`config.mk`:
```
export PLATFORM = sky130hd
export DESIGN_NAME = branch_unit_ras
export DESIGN_NICKNAME = d
export VERILOG_FILES = /design/src/rtl/branch_unit_ras_pkg.sv /design/src/rtl/branch_unit_ras_ras_stack.sv /design/src/rtl/branch_unit_ras.sv
export SDC_FILE = /design/constraint.sdc
export NUM_CORES = 1
export LEC_CHECK = 0
export CORE_MARGIN = 1
export CORE_UTILIZATION = 52
export DETAILED_ROUTE_END_ITERATION = 16
export PLACE_DENSITY = 0.81
export SKIP_CTS_REPAIR_TIMING = 1
export SYNTH_ARGS = -nofsm -noshare
export SYNTH_HDL_FRONTEND = slang
export SYNTH_SLANG_ARGS = --single-unit
```
`constraint.sdc`:
```
create_clock -name clk -period 4.3 [get_ports clk]
set_clock_uncertainty 0.1 [all_clocks]
set_input_delay 0.86 -clock clk [delete_from_list [all_inputs] [get_ports clk]]
set_output_delay 0.86 -clock clk [all_outputs]
set_load 0.05 [all_outputs]
```
`src/rtl/branch_unit_ras_pkg.sv`:
```
// Shared definitions for the branch unit: branch opcode constants, flag bit
// positions and a helper that classifies a 6-bit bcode into a branch kind.
package branch_unit_ras_pkg;

    // Opcode fields. Conditional and JR codes are matched on bcode[5:3] only.
    localparam logic [2:0] BC_COND = 3'b011;
    localparam logic [5:0] BC_CALL = 6'b100000;
    localparam logic [5:0] BC_JMP  = 6'b100001;
    localparam logic [5:0] BC_RET  = 6'b100010;
    localparam logic [5:0] BC_RSVD = 6'b100011;
    localparam logic [2:0] BC_JR   = 3'b101;

    // Bit positions inside the {ovf, sign, carry, zero} flag vector.
    localparam int FLG_Z = 0;
    localparam int FLG_C = 1;
    localparam int FLG_S = 2;
    localparam int FLG_V = 3;

    typedef enum logic [2:0] {
        OP_NONE,
        OP_COND,
        OP_CALL,
        OP_JMP,
        OP_RET,
        OP_JR
    } br_op_e;

    // The reserved pattern 10x1xx overlaps the upper half of the JR space
    // (1011xx). Reserved wins, so JR is effectively 1010xx.
    function automatic br_op_e decode_op(input logic [5:0] bc);
        br_op_e op;
        op = OP_NONE;
        if (bc[5:3] == BC_COND) begin
            op = OP_COND;
        end else if (bc == BC_CALL) begin
            op = OP_CALL;
        end else if (bc == BC_JMP) begin
            op = OP_JMP;
        end else if (bc == BC_RET) begin
            op = OP_RET;
        end else if ((bc == BC_RSVD) || ((bc[5:4] == 2'b10) && bc[2])) begin
            op = OP_NONE;
        end else if (bc[5:3] == BC_JR) begin
            op = OP_JR;
        end
        return op;
    endfunction

endpackage

```
`src/rtl/branch_unit_ras_ras_stack.sv`:
```
// Return-address stack: circular buffer indexed by a top pointer that marks
// the next free slot. A push while full overwrites the oldest entry (the
// pointer simply wraps) and the count saturates. A pop while empty is ignored.
// Ports:
//   clk, rst     clock, asynchronous active-high reset
//   push         write push_data at the top
//   push_data    return address to save
//   pop          remove the top entry (ignored when empty)
//   pop_data     current top entry (meaningful when !empty)
//   count        occupancy, 0..RAS_DEPTH
//   full, empty  occupancy status
module ras_stack #(
    parameter int PC_W      = 11,
    parameter int RAS_DEPTH = 8
) (
    input  logic                         clk,
    input  logic                         rst,
    input  logic                         push,
    input  logic [PC_W-1:0]              push_data,
    input  logic                         pop,
    output logic [PC_W-1:0]              pop_data,
    output logic [$clog2(RAS_DEPTH):0]   count,
    output logic                         full,
    output logic                         empty
);
    localparam int PTR_W = $clog2(RAS_DEPTH);
    localparam int CNT_W = PTR_W + 1;

    logic [PC_W-1:0]  mem_q [RAS_DEPTH];
    logic [PC_W-1:0]  mem_d [RAS_DEPTH];
    logic [PTR_W-1:0] ptr_q, ptr_d;
    logic [CNT_W-1:0] count_q, count_d;
    logic [PTR_W-1:0] top_idx;

    assign top_idx  = ptr_q - PTR_W'(1);
    assign pop_data = mem_q[top_idx];
    assign full     = (count_q == CNT_W'(RAS_DEPTH));
    assign empty    = (count_q == '0);
    assign count    = count_q;

    // Pointer arithmetic wraps naturally because RAS_DEPTH is a power of two.
    always_comb begin
        mem_d   = mem_q;
        ptr_d   = ptr_q;
        count_d = count_q;
        if (push) begin
            mem_d[ptr_q] = push_data;
            ptr_d        = ptr_q + PTR_W'(1);
            if (!full) begin
                count_d = count_q + CNT_W'(1);
            end
        end else if (pop && !empty) begin
            ptr_d   = top_idx;
            count_d = count_q - CNT_W'(1);
        end
    end

    always_ff @(posedge clk or posedge rst) begin
        if (rst) begin
            ptr_q   <= '0;
            count_q <= '0;
            for (int i = 0; i < RAS_DEPTH; i++) begin
                mem_q[i] <= '0;
            end
        end else begin
            ptr_q   <= ptr_d;
            count_q <= count_d;
            mem_q   <= mem_d;
        end
    end

endmodule

```
`src/rtl/branch_unit_ras.sv`:
```
// Branch-resolution unit with a return-address stack. Resolves conditional,
// unconditional, call/return and register-indirect branches and presents a
// registered one-cycle taken pulse plus target PC to fetch.
// Ports:
//   clk, rst         clock, asynchronous active-high reset
//   br_valid, bcode  branch request and opcode
//   lit, rega        literal and register targets (low PC_W bits used)
//   pc_cur           PC of the branch (CALL pushes pc_cur+1)
//   flag_we/flags_in flag register load, {ovf, sign, carry, zero}
//   err_clr          clear sticky RAS error bits
//   br_taken/target  registered redirect pulse and address
//   ras_count        stack occupancy
//   ras_ovf/ras_unf  sticky push-while-full / pop-while-empty
module branch_unit_ras
    import branch_unit_ras_pkg::*;
#(
    parameter int PC_W      = 11,
    parameter int DATA_W    = 32,
    parameter int RAS_DEPTH = 8
) (
    input  logic                        clk,
    input  logic                        rst,
    input  logic                        br_valid,
    input  logic [5:0]                  bcode,
    input  logic [DATA_W-1:0]           lit,
    input  logic [DATA_W-1:0]           rega,
    input  logic [PC_W-1:0]             pc_cur,
    input  logic                        flag_we,
    input  logic [3:0]                  flags_in,
    input  logic                        err_clr,
    output logic                        br_taken,
    output logic [PC_W-1:0]             br_target,
    output logic [$clog2(RAS_DEPTH):0]  ras_count,
    output logic                        ras_ovf,
    output logic                        ras_unf
);
    logic [3:0]      flags_q, flags_d;
    logic            br_taken_q, br_taken_d;
    logic [PC_W-1:0] br_target_q, br_target_d;
    logic            ras_ovf_q, ras_ovf_d;
    logic            ras_unf_q, ras_unf_d;

    logic [3:0]      eff_flags;
    br_op_e          op;
    logic            cond_true;
    logic            push, pop;
    logic [PC_W-1:0] pop_data;
    logic            full, empty;
    logic            unused_bits;

    assign unused_bits = ^{lit[DATA_W-1:PC_W], rega[DATA_W-1:PC_W]};

    // A flag write in the same cycle as a conditional branch is bypassed so
    // the branch sees the freshest ALU result.
    assign eff_flags = flag_we ? flags_in : flags_q;
    assign op        = decode_op(bcode);

    // ccc[2:1] picks the flag, ccc[0] inverts the test (odd codes test for 0).
    always_comb begin
        cond_true = 1'b0;
        case (bcode[2:1])
            2'd0:    cond_true = eff_flags[FLG_Z];
            2'd1:    cond_true = eff_flags[FLG_C];
            2'd2:    cond_true = eff_flags[FLG_S];
            default: cond_true = eff_flags[FLG_V];
        endcase
        cond_true = cond_true ^ bcode[0];
    end

    // Next-state decision. br_target holds unless a branch is taken; a RET
    // on an empty stack is not taken and leaves the target alone.
    always_comb begin
        br_taken_d  = 1'b0;
        br_target_d = br_target_q;
        push        = 1'b0;
        pop         = 1'b0;
        if (br_valid) begin
            case (op)
                OP_COND: begin
                    br_taken_d = cond_true;
                    if (cond_true) br_target_d = lit[PC_W-1:0];
                end
                OP_CALL: begin
                    br_taken_d  = 1'b1;
                    br_target_d = lit[PC_W-1:0];
                    push        = 1'b1;
                end
                OP_JMP: begin
                    br_taken_d  = 1'b1;
                    br_target_d = lit[PC_W-1:0];
                end
                OP_RET: begin
                    pop = 1'b1;
                    if (!empty) begin
                        br_taken_d  = 1'b1;
                        br_target_d = pop_data;
                    end
                end
                OP_JR: begin
                    br_taken_d  = 1'b1;
                    br_target_d = rega[PC_W-1:0];
                end
                default: ;
            endcase
        end
        flags_d   = flag_we ? flags_in : flags_q;
        ras_ovf_d = (ras_ovf_q & ~err_clr) | (push & full);
        ras_unf_d = (ras_unf_q & ~err_clr) | (pop & empty);
    end

    always_ff @(posedge clk or posedge rst) begin
        if (rst) begin
            flags_q     <= '0;
            br_taken_q  <= 1'b0;
            br_target_q <= '0;
            ras_ovf_q   <= 1'b0;
            ras_unf_q   <= 1'b0;
        end else begin
            flags_q     <= flags_d;
            br_taken_q  <= br_taken_d;
            br_target_q <= br_target_d;
            ras_ovf_q   <= ras_ovf_d;
            ras_unf_q   <= ras_unf_d;
        end
    end

    ras_stack #(
        .PC_W      (PC_W),
        .RAS_DEPTH (RAS_DEPTH)
    ) u_ras (
        .clk       (clk),
        .rst       (rst),
        .push      (push),
        .push_data (pc_cur + PC_W'(1)),
        .pop       (pop),
        .pop_data  (pop_data),
        .count     (ras_count),
        .full      (full),
        .empty     (empty)
    );

    assign br_taken  = br_taken_q;
    assign br_target = br_target_q;
    assign ras_ovf   = ras_ovf_q;
    assign ras_unf   = ras_unf_q;

endmodule

```
After elaboration in Yosys (flattened, before gate mapping)
Index checks and enable logic that the tools add are counted.
Storage, ports and cells
  logic and storage cells: 93
  bits of input ports: 90
  output and inout bits: 18
  flip-flop bits (word level): 113
Operators by class
  reductions and logical operators: 13
  bitwise logic cells: 10
  multiplexer cells: 29
  add/subtract/negate cells: 5
  magnitude comparators: 3
  equal/unequal tests: 18
Operator list (count)
  $bwmux W88: 1
  $mux W11: 5
  $pmux W11 S4: 1
  $bmux W11 S3: 1
  $demux W11 S3: 1
  $eq A6 B6 Y1 const B: 4
  $mux W3: 8
  $mux W4: 4
  $add A11 B1 Y11 const B: 1
  $eq A3 B2 Y1 const B: 3
  $eq A3 B3 Y1 const B: 3
  $ge A4 B4 Y1 const B: 2
  $not A3 Y4: 2
  $mux W1: 6
  $ne A2 B2 Y1 const B: 3
  $pmux W1 S3: 2
  $add A4 B1 Y4 const B: 1
  $and A1 B1 Y1: 4
  $eq A2 B2 Y1 const B: 2
  $eq A4 B4 Y1 const B: 1
  $logic_not A4 Y1: 1
  $lt A4 B1 Y1 const B: 1
  $reduce_and A4 Y1: 1
  $reduce_bool A4 Y1: 1
  other kinds (16): 19

Logic depth before layout (Yosys ltp)
Gate-level depths: netlist (run 1).
  depth in word-level cells: 14
  gate-level depth with buffers: 11
  gate-level depth less buffers: 8

By module
From an unflattened synthesis (run 1), not the netlist that was laid out.
Unflattened totals
  cells, all modules: 403
  area total of the unflattened synthesis: 5708.0 um^2
Modules (own cells, without submodules)
  ras_stack: seq. area each 2377.3 um^2, instances 1, area each 4578.1 um^2, cells each 284
  branch_unit_ras: seq. area each 450.4 um^2, instances 1, area each 1129.8 um^2, cells each 119

Worst setup path after synthesis (run 1)
Ideal clock, no wire load.
  path kind: register to register
  start point: reg u_ras.ptr_q[0]
  end point: reg br_target_q[0] (netlist: br_target[0])
  stages on the path, launching flop included: 12
  arrival time: 2.642 ns
  required time: 4.075 ns
  library setup time: 0.125 ns
  slack: 1.433 ns
  clock period less this slack: 2.867 ns
  path buffers: 5
  cells stage by stage: dfrtp_1 buf_2 buf_2 inv_1 ha_1 buf_2 buf_2 buf_2 mux4_2 mux2i_1 o21ai_0 mux2_2
On the way
  cells in the longest elaborated chain, start to end: 7
RTL lines
  start, declared: line branch_unit_ras_ras_stack.sv:31  | logic [PTR_W-1:0] ptr_q, ptr_d;
  start signal, assigned: line branch_unit_ras_ras_stack.sv:66  | ptr_q <= ptr_d;
  $sub A3 B1 Y3: line branch_unit_ras_ras_stack.sv:35  | assign top_idx = ptr_q - PTR_W'(1);
  $not A3 Y4 (implied by the code): line branch_unit_ras_ras_stack.sv:36  | assign pop_data = mem_q[top_idx];
  $bmux W11 S3: line branch_unit_ras_ras_stack.sv:36
  $mux W11 (implied by the code) (2 in a row): line branch_unit_ras_ras_stack.sv:36
  $mux W11: line branch_unit_ras.sv:94  | if (!empty) begin
  $pmux W11 S4: line branch_unit_ras.sv:78  | case (op)
  end signal, assigned: line branch_unit_ras.sv:121  | br_target_q <= br_target_d;
  end, declared: line branch_unit_ras.sv:39  | logic [PC_W-1:0] br_target_q, br_target_d;
No other way between the ends. The select of a mux whose other input is x is not followed.
A chain may end at the register's enable or synchronous reset.

Final worst setup path (run 1)
  start point: in flag_we
  end point: reg br_target_q[5] (netlist: br_target[5])
On the way
  cells in the longest elaborated chain, start to end: 5
RTL lines
  start, declared: line branch_unit_ras.sv:28  | input logic flag_we,
  $mux W4
  via eff_flags[3]: line branch_unit_ras.sv:43  | logic [3:0] eff_flags;
  $pmux W1 S3: line branch_unit_ras.sv:61  | case (bcode[2:1])
  $xor A1 B1 Y1: line branch_unit_ras.sv:67  | cond_true = cond_true ^ bcode[0];
  $ne A2 B2 Y1 (no line)
  $reduce_and A4 Y1 (no line)
The timed path passes the listed nets, and every way through them passes these cells.

==> results.yml, run 1 <==
drt:
  via_per_inst: 5.884
  vias: 4054
  ant_nets: 0
  drc_errors: 0
  routedWlPerCell_um: 18.18
  wl_um: 12530
  routed.top_layer: "met4"
  drtIter0Drc: 263
  dr_wl_met3_um: 878
  wl_met1_um: 4945
  dr_wl_met2_um: 6445
  drt_pass1_iterations: 5
timing:
  relSlewSlack: 0.4216
  tightest_slew_ps: 867.6
  slew_violations: 0
  rsz0062_at_grt: "false"
  finalCritPeriodShare: 0.7145
  finalSetupTns_ps: 0
  fin_crit_ps: 3073
  finalHoldViolations: 0
  timing.final.ws_setup_ps: 1227
  fmaxAchievable_ghz: 0.3255
  setup_viol: 0
floorplan:
  chipHeight_um: 103.2
  coreArea_um2: 9864
  dieArea_um2: 10640
  pin_count: 108
  rows: 36
  die_w_um: 103.2
  initial_core_util: 0.5394
global_route:
  grt-ovfl-total: 0
  grt_pass1_vias: 4031
  grt_usage: 0.2577
  grt_max_degree: 50
  grt_first_pass_wirelength_um: 19820
  antenna_found_initial: 0
layout:
  nFillCells: 678
  n_antenna_cell: 0
  drive_gt1_frac: 0.1727
  multi_input_area_um2: 2321
  nNetsFinal: 639
  final_cell_mix: "dfrtp_1 (113), o21ai_0 (66), clkdlybuf4s50_1 (65)"
  ff_latch_area_um2: 2828
  syn2layout_area_growth_pct: 27.04
  final_common_cell: "dfrtp_1"
synth:
  syn-num-nets: 572
  yosysWarnings: 0
  synth_cell_type_count: 33
  netlist_area_um2: 5321
  syn_inst: 477
  syn_area_per_cell_um2: 11.16
  ys_ff_latch: 113
  ys_seq_area_frac: 0.5314
critical_path:
  cp.arrival_ps: 3370
  crit_top_cell: "mux2_2"
  path_buf_inv: 1
  crit_family: "multiplexers"
  slowest_delay_ps: 550
  crit_type: "in2reg"
  crit_chain: "clkdlybuf4s50_1 -> mux2_2 -> mux4_2 -> xor2_1 -> o211ai_2 -> mux2_2"
  end_kind: "flop"
  cp_data_required_time_ps: 4590
  worstPathMaxFanout: 12
  crit_slowest_cell: "clkdlybuf4s50_1"
  cp-start-kind: "input port"
placement:
  portBuffers: 65
  post-dp-hpwl_um: 8097
  place_ws_ps: 689.8
  place_congestion: 0.7902
clocking:
  cts_tree: "yes"
  cts_root_buffer: "clkbuf_8"
  htreeDepth: 4
  clk_pin_slew_worst_paths_ps: 60
  cts_sinks: 113
  clkLatencyLatePin_ps: 510
  cts_made_buffers: 17
  clk_path_buf_depth: 2
pwr:
  leakagePower_nw: 2.950
  power.density_nw_per_um2: 561.8
  vdd_drop_max_mv: 0.3076
job:
  maxCapViolations: 0
outcome:
  status: "finished clean"
worst_hold_path:
  hold_path_class: "reg2reg"
worst register-to-register path: cells and delay by family, from the launching register on:
kind | cells | cell delay [ps]
adders and majority gates | 1 | 370
muxes | 3 | 1100
AOI/OAI and AO/OA | 1 | 120
DFF | 1 | 420
buffers and inverters | 2 | 510
synthesized netlist by cell type:
| cell type | instances | area share |
|---|---|---|
| dfrtp_1 | 113 | 0.53 |
| o21ai_0 | 66 | 0.062 |
| nand2_1 | 59 | 0.042 |
| nor2_1 | 32 | 0.023 |
| a21oi_1 | 30 | 0.028 |
| mux2_2 | 24 | 0.051 |
| mux4_2 | 23 | 0.097 |
| clkbuf_1 | 17 | 0.012 |
| mux2i_1 | 14 | 0.026 |
| a22oi_1 | 12 | 0.017 |
| buf_2 | 12 | 0.011 |
| nand3_1 | 11 | 0.010 |
| xor2_1 | 11 | 0.018 |
| inv_1 | 10 | 0.0071 |
| xnor2_1 | 7 | 0.012 |
| ha_1 | 5 | 0.012 |
| and3_1 | 4 | 0.0047 |
| nor3b_1 | 4 | 0.0056 |
| and2_1 | 3 | 0.0035 |
| nor3_1 | 3 | 0.0028 |
| nand4_1 | 2 | 0.0024 |
| nor2b_1 | 2 | 0.0024 |
| nor4_1 | 2 | 0.0024 |
| or3_1 | 2 | 0.0024 |
| a211o_1 | 1 | 0.0016 |
| a311oi_1 | 1 | 0.0016 |
| a32oi_1 | 1 | 0.0016 |
| buf_6 | 1 | 0.0021 |
| clkbuf_2 | 1 | 0.00094 |
| nand3b_1 | 1 | 0.0014 |
| o211ai_2 | 1 | 0.0024 |
| o22ai_1 | 1 | 0.0012 |
| or3b_2 | 1 | 0.0016 |
where the power goes:
| part | internal (W) | total (W) | switching [W] | leakage [nW] |
|---|---|---|---|---|
| clock network | 0.00105 | 0.00151 | 0.000459 | 0.316 |
| registers | 0.00118 | 0.00126 | 0.0000891 | 1.52 |
| logic | 0.000434 | 0.00102 | 0.000586 | 1.12 |
| total | 0.00266 | 0.00380 | 0.00113 | 2.95 |
layout make-up:
type                       instances  share of cell area
sequential                       113              0.4183
multi-input combinational        323              0.3433
timing repair buffer              79              0.1118
clock buffer                      21             0.06941
clock inverter                    10             0.02665
tap                              133             0.02462
inverter                          10            0.005923
state kept, by name (all words and copies together) (netlist names):
| name | cells |
|---|---|
| u_ras.mem_q | 88 |
| br_target | 11 |
| flags_q | 4 |
| u_ras.count | 4 |
| u_ras.ptr_q | 3 |
| br_taken | 1 |
| ras_ovf | 1 |
| ras_unf | 1 |
through the flow:
step	hold WS, ps	util	total power, W	instance area, µm²	cells
finish	386.9	0.6853	0.003798	6760	689
detailed placement	365.7	0.6195	0.002282	6111	658
CTS	377.7	0.6853	0.003816	6760	689
floorplan	344.6	-	0.001989	5321	477
global route	403.6	0.6853	0.003949	6760	689
global placement	356.2	0.6195	0.002255	6111	658
final timing paths:
path	start	end	slack (ps)	cells after the start
setup / recovery	flag_we	br_target[5]	1230	6
hold / removal	u_ras.mem_q[29]	u_ras.mem_q[29]	390	2
setup reg to reg	u_ras.ptr_q[1]	br_target[4]	1570	7
hold reg to reg	u_ras.mem_q[29]	u_ras.mem_q[29]	390	2
max in group asynchronous	rst	u_ras.mem_q[22]	2430	3
min in group asynchronous	rst	u_ras.mem_q[45]	690	2
cell families after synthesis:
family,after synthesis,synth area share
simple gates,126,0.1037
compound gates,113,0.1157
flops,113,0.5314
mux,61,0.1745
buf+inv,41,0.03339
xor+xnor,18,0.02963
fa+ha+maj,5,0.01176
routing by layer:
metal | track usage | vias up
li1 | - | 1837
met1 | 0.3150 | 2009
met2 | 0.4446 | 179
met3 | 0.05356 | 29
met4 | 0.1116 | 0
met5 | 0 | -
Power figures use the tool's default switching activity.
==> inputs of run 2 (changes only) <==
==> constraint.sdc (replaced) <==
create_clock -name clk -period 3.2 [get_ports clk]
set_clock_uncertainty 0.1 [all_clocks]
set_input_delay 0.64 -clock clk [delete_from_list [all_inputs] [get_ports clk]]
set_output_delay 0.64 -clock clk [all_outputs]
set_load 0.05 [all_outputs]
==> run 2 against run 1 <==
Compared with the run above:
- non-clock buffer count grew 7
- die area did not move
- global-route usage shrank 1.0 points
- critical path type unchanged
- largest power group unchanged
==> results.yml, run 2 (synthesized netlist as in run 1, its figures left out) <==
floorplan:
  dieArea_um2: 10640
  die_w_um: 103.2
  coreArea_um2: 9864
  chipHeight_um: 103.2
  rows: 36
  pin_count: 108
  initial_core_util: 0.5394
pwr:
  power.density_nw_per_um2: 727.1
  vdd_drop_max_mv: 0.3373
  leakagePower_nw: 2.969
critical_path:
  cp_data_required_time_ps: 3500
  worstPathMaxFanout: 12
  crit_chain: "clkdlybuf4s50_1 -> mux2_2 -> mux4_2 -> xor2_1 -> o211ai_2 -> buf_12 -> mux2_2"
  ff2ff_path_depth: 7
  cp-start-kind: "input port"
  crit_family: "multiplexers"
  crit_slowest_cell: "clkdlybuf4s50_1"
  end_kind: "flop"
  r2r_setup_slack_ps: 720
  crit_type: "in2reg"
  cp.arrival_ps: 2900
  crit_top_cell: "mux2_2"
  path_buf_inv: 2
  cp.depth: 7
  slowest_delay_ps: 550
layout:
  drive_gt1_frac: 0.1844
  final_cell_mix: "dfrtp_1 (113), o21ai_0 (66), clkdlybuf4s50_1 (65)"
  n_antenna_cell: 0
  regMostFlops: "u_ras.mem_q"
  nNetsFinal: 646
  postLayoutCellArea_um2: 6800
  syn2layout_area_growth_pct: 27.79
  nFillCells: 675
  largest_reg_flops: 88
  final_common_cell: "dfrtp_1"
drt:
  via_per_inst: 5.848
  drtIter0Drc: 192
  drc_errors: 0
  ant_nets: 0
  drt_pass1_iterations: 5
  vias: 4076
  wl_um: 12360
  routedWlPerCell_um: 17.73
timing:
  slew_violations: 0
  setup_viol: 0
  fmaxAchievable_ghz: 0.3848
  finalHoldViolations: 0
  finalCritPeriodShare: 0.8121
  finalSetupTns_ps: 0
  relSlewSlack: 0.4058
  fin_crit_ps: 2599
  rsz0062_at_grt: "false"
  tightest_slew_ps: 889.4
outcome:
  status: "finished clean"
clocking:
  cts_root_buffer: "clkbuf_8"
  clkLatencyLatePin_ps: 520
  cts_sinks: 113
  cts_made_buffers: 17
  clk_path_buf_depth: 2
  clk_pin_slew_worst_paths_ps: 50
  htreeDepth: 4
  cts_tree: "yes"
worst_hold_path:
  holdPathStages: 2
  hold_path_class: "reg2reg"
global_route:
  grt_usage: 0.2476
  antenna_found_initial: 0
  grt_first_pass_wirelength_um: 19210
  grt_pass1_vias: 3928
  grt_max_degree: 40
  grt-ovfl-total: 0
job:
  maxCapViolations: 0
placement:
  portBuffers: 65
  post-dp-hpwl_um: 8069
  place_area_um2: 6215
  place_congestion: 0.7728
==> run 2: cell types whose count changed in the layout (fill, tap and decap cells not counted) <==
cell        previous run  this run
buf_12                 0         4
inv_6                  0         3
clkinvlp_4             2         3
inv_4                  1         0
buf_4                 14        17
bufinv_16              5         2
clkbuf_8               5         4
clkinv_4               0         1
clkinv_2               3         4
==> run 2: per-layer routing <==
metal  global-route usage  routed length (µm)  vias to the layer above
met3              0.07797                 896                       27
met1               0.3135                5054                     2033
met4              0.09317                 261                        0
li1                     -                   -                     1852
met2               0.4010                6147                      164
met5                    0                   0                        -
==> run 2: worst register-to-register path, delay by kind of cell, from the launching register on <==
kind | cells | cell delay (ps)
AO/OA/AOI/OAI | 1 | 120
adder cells (fa/ha/maj) | 1 | 380
buffers and inverters | 2 | 330
flip-flops | 1 | 390
multiplexers | 3 | 1050
==> run 2: cell type report <==
| class | count | area [µm²] | share of cell area |
|---|---|---|---|
| multi-input cells | 323 | 2321 | 0.3413 |
| flip-flops and latches | 113 | 2828 | 0.4158 |
| well taps | 133 | 166.4 | 0.02447 |
| clock inverters | 12 | 130.1 | 0.01914 |
| inverters | 10 | 41.29 | 0.006072 |
| clock buffers | 20 | 455.4 | 0.06697 |
| repair buffers | 86 | 858.3 | 0.1262 |
==> run 2: final timing paths <==
kind                              endpoint            start
setup / recovery              br_target[9]          flag_we
hold / removal             u_ras.mem_q[17]  u_ras.mem_q[17]
setup reg to reg              br_target[6]   u_ras.ptr_q[1]
hold reg to reg            u_ras.mem_q[17]  u_ras.mem_q[17]
max in group asynchronous       flags_q[0]              rst
min in group asynchronous          ras_ovf              rst
==> run 2: through the flow <==
| stage | hold slack (ps) | cells | setup WS (ps) | total power [W] | util |
|---|---|---|---|---|---|
| floorplan | 344.6 | 477 | 333.0 | 0.002673 | - |
| global placement | 356.3 | 665 | 83.40 | 0.003080 | 0.6300 |
| detailed placement | 369.9 | 665 | 46.09 | 0.003132 | 0.6300 |
| CTS | 382.3 | 697 | 569.8 | 0.004971 | 0.6894 |
| global route | 401.6 | 697 | 510.3 | 0.005138 | 0.6894 |
| finish | 381.3 | 697 | 601.2 | 0.004945 | 0.6894 |
==> run 2: report_power, final <==
group	internal, W	total (W)	switching, W
clock	0.00117	0.00183	0.000663
combinational	0.000620	0.00142	0.000800
sequential	0.00158	0.00169	0.000112
total	0.00337	0.00494	0.00158
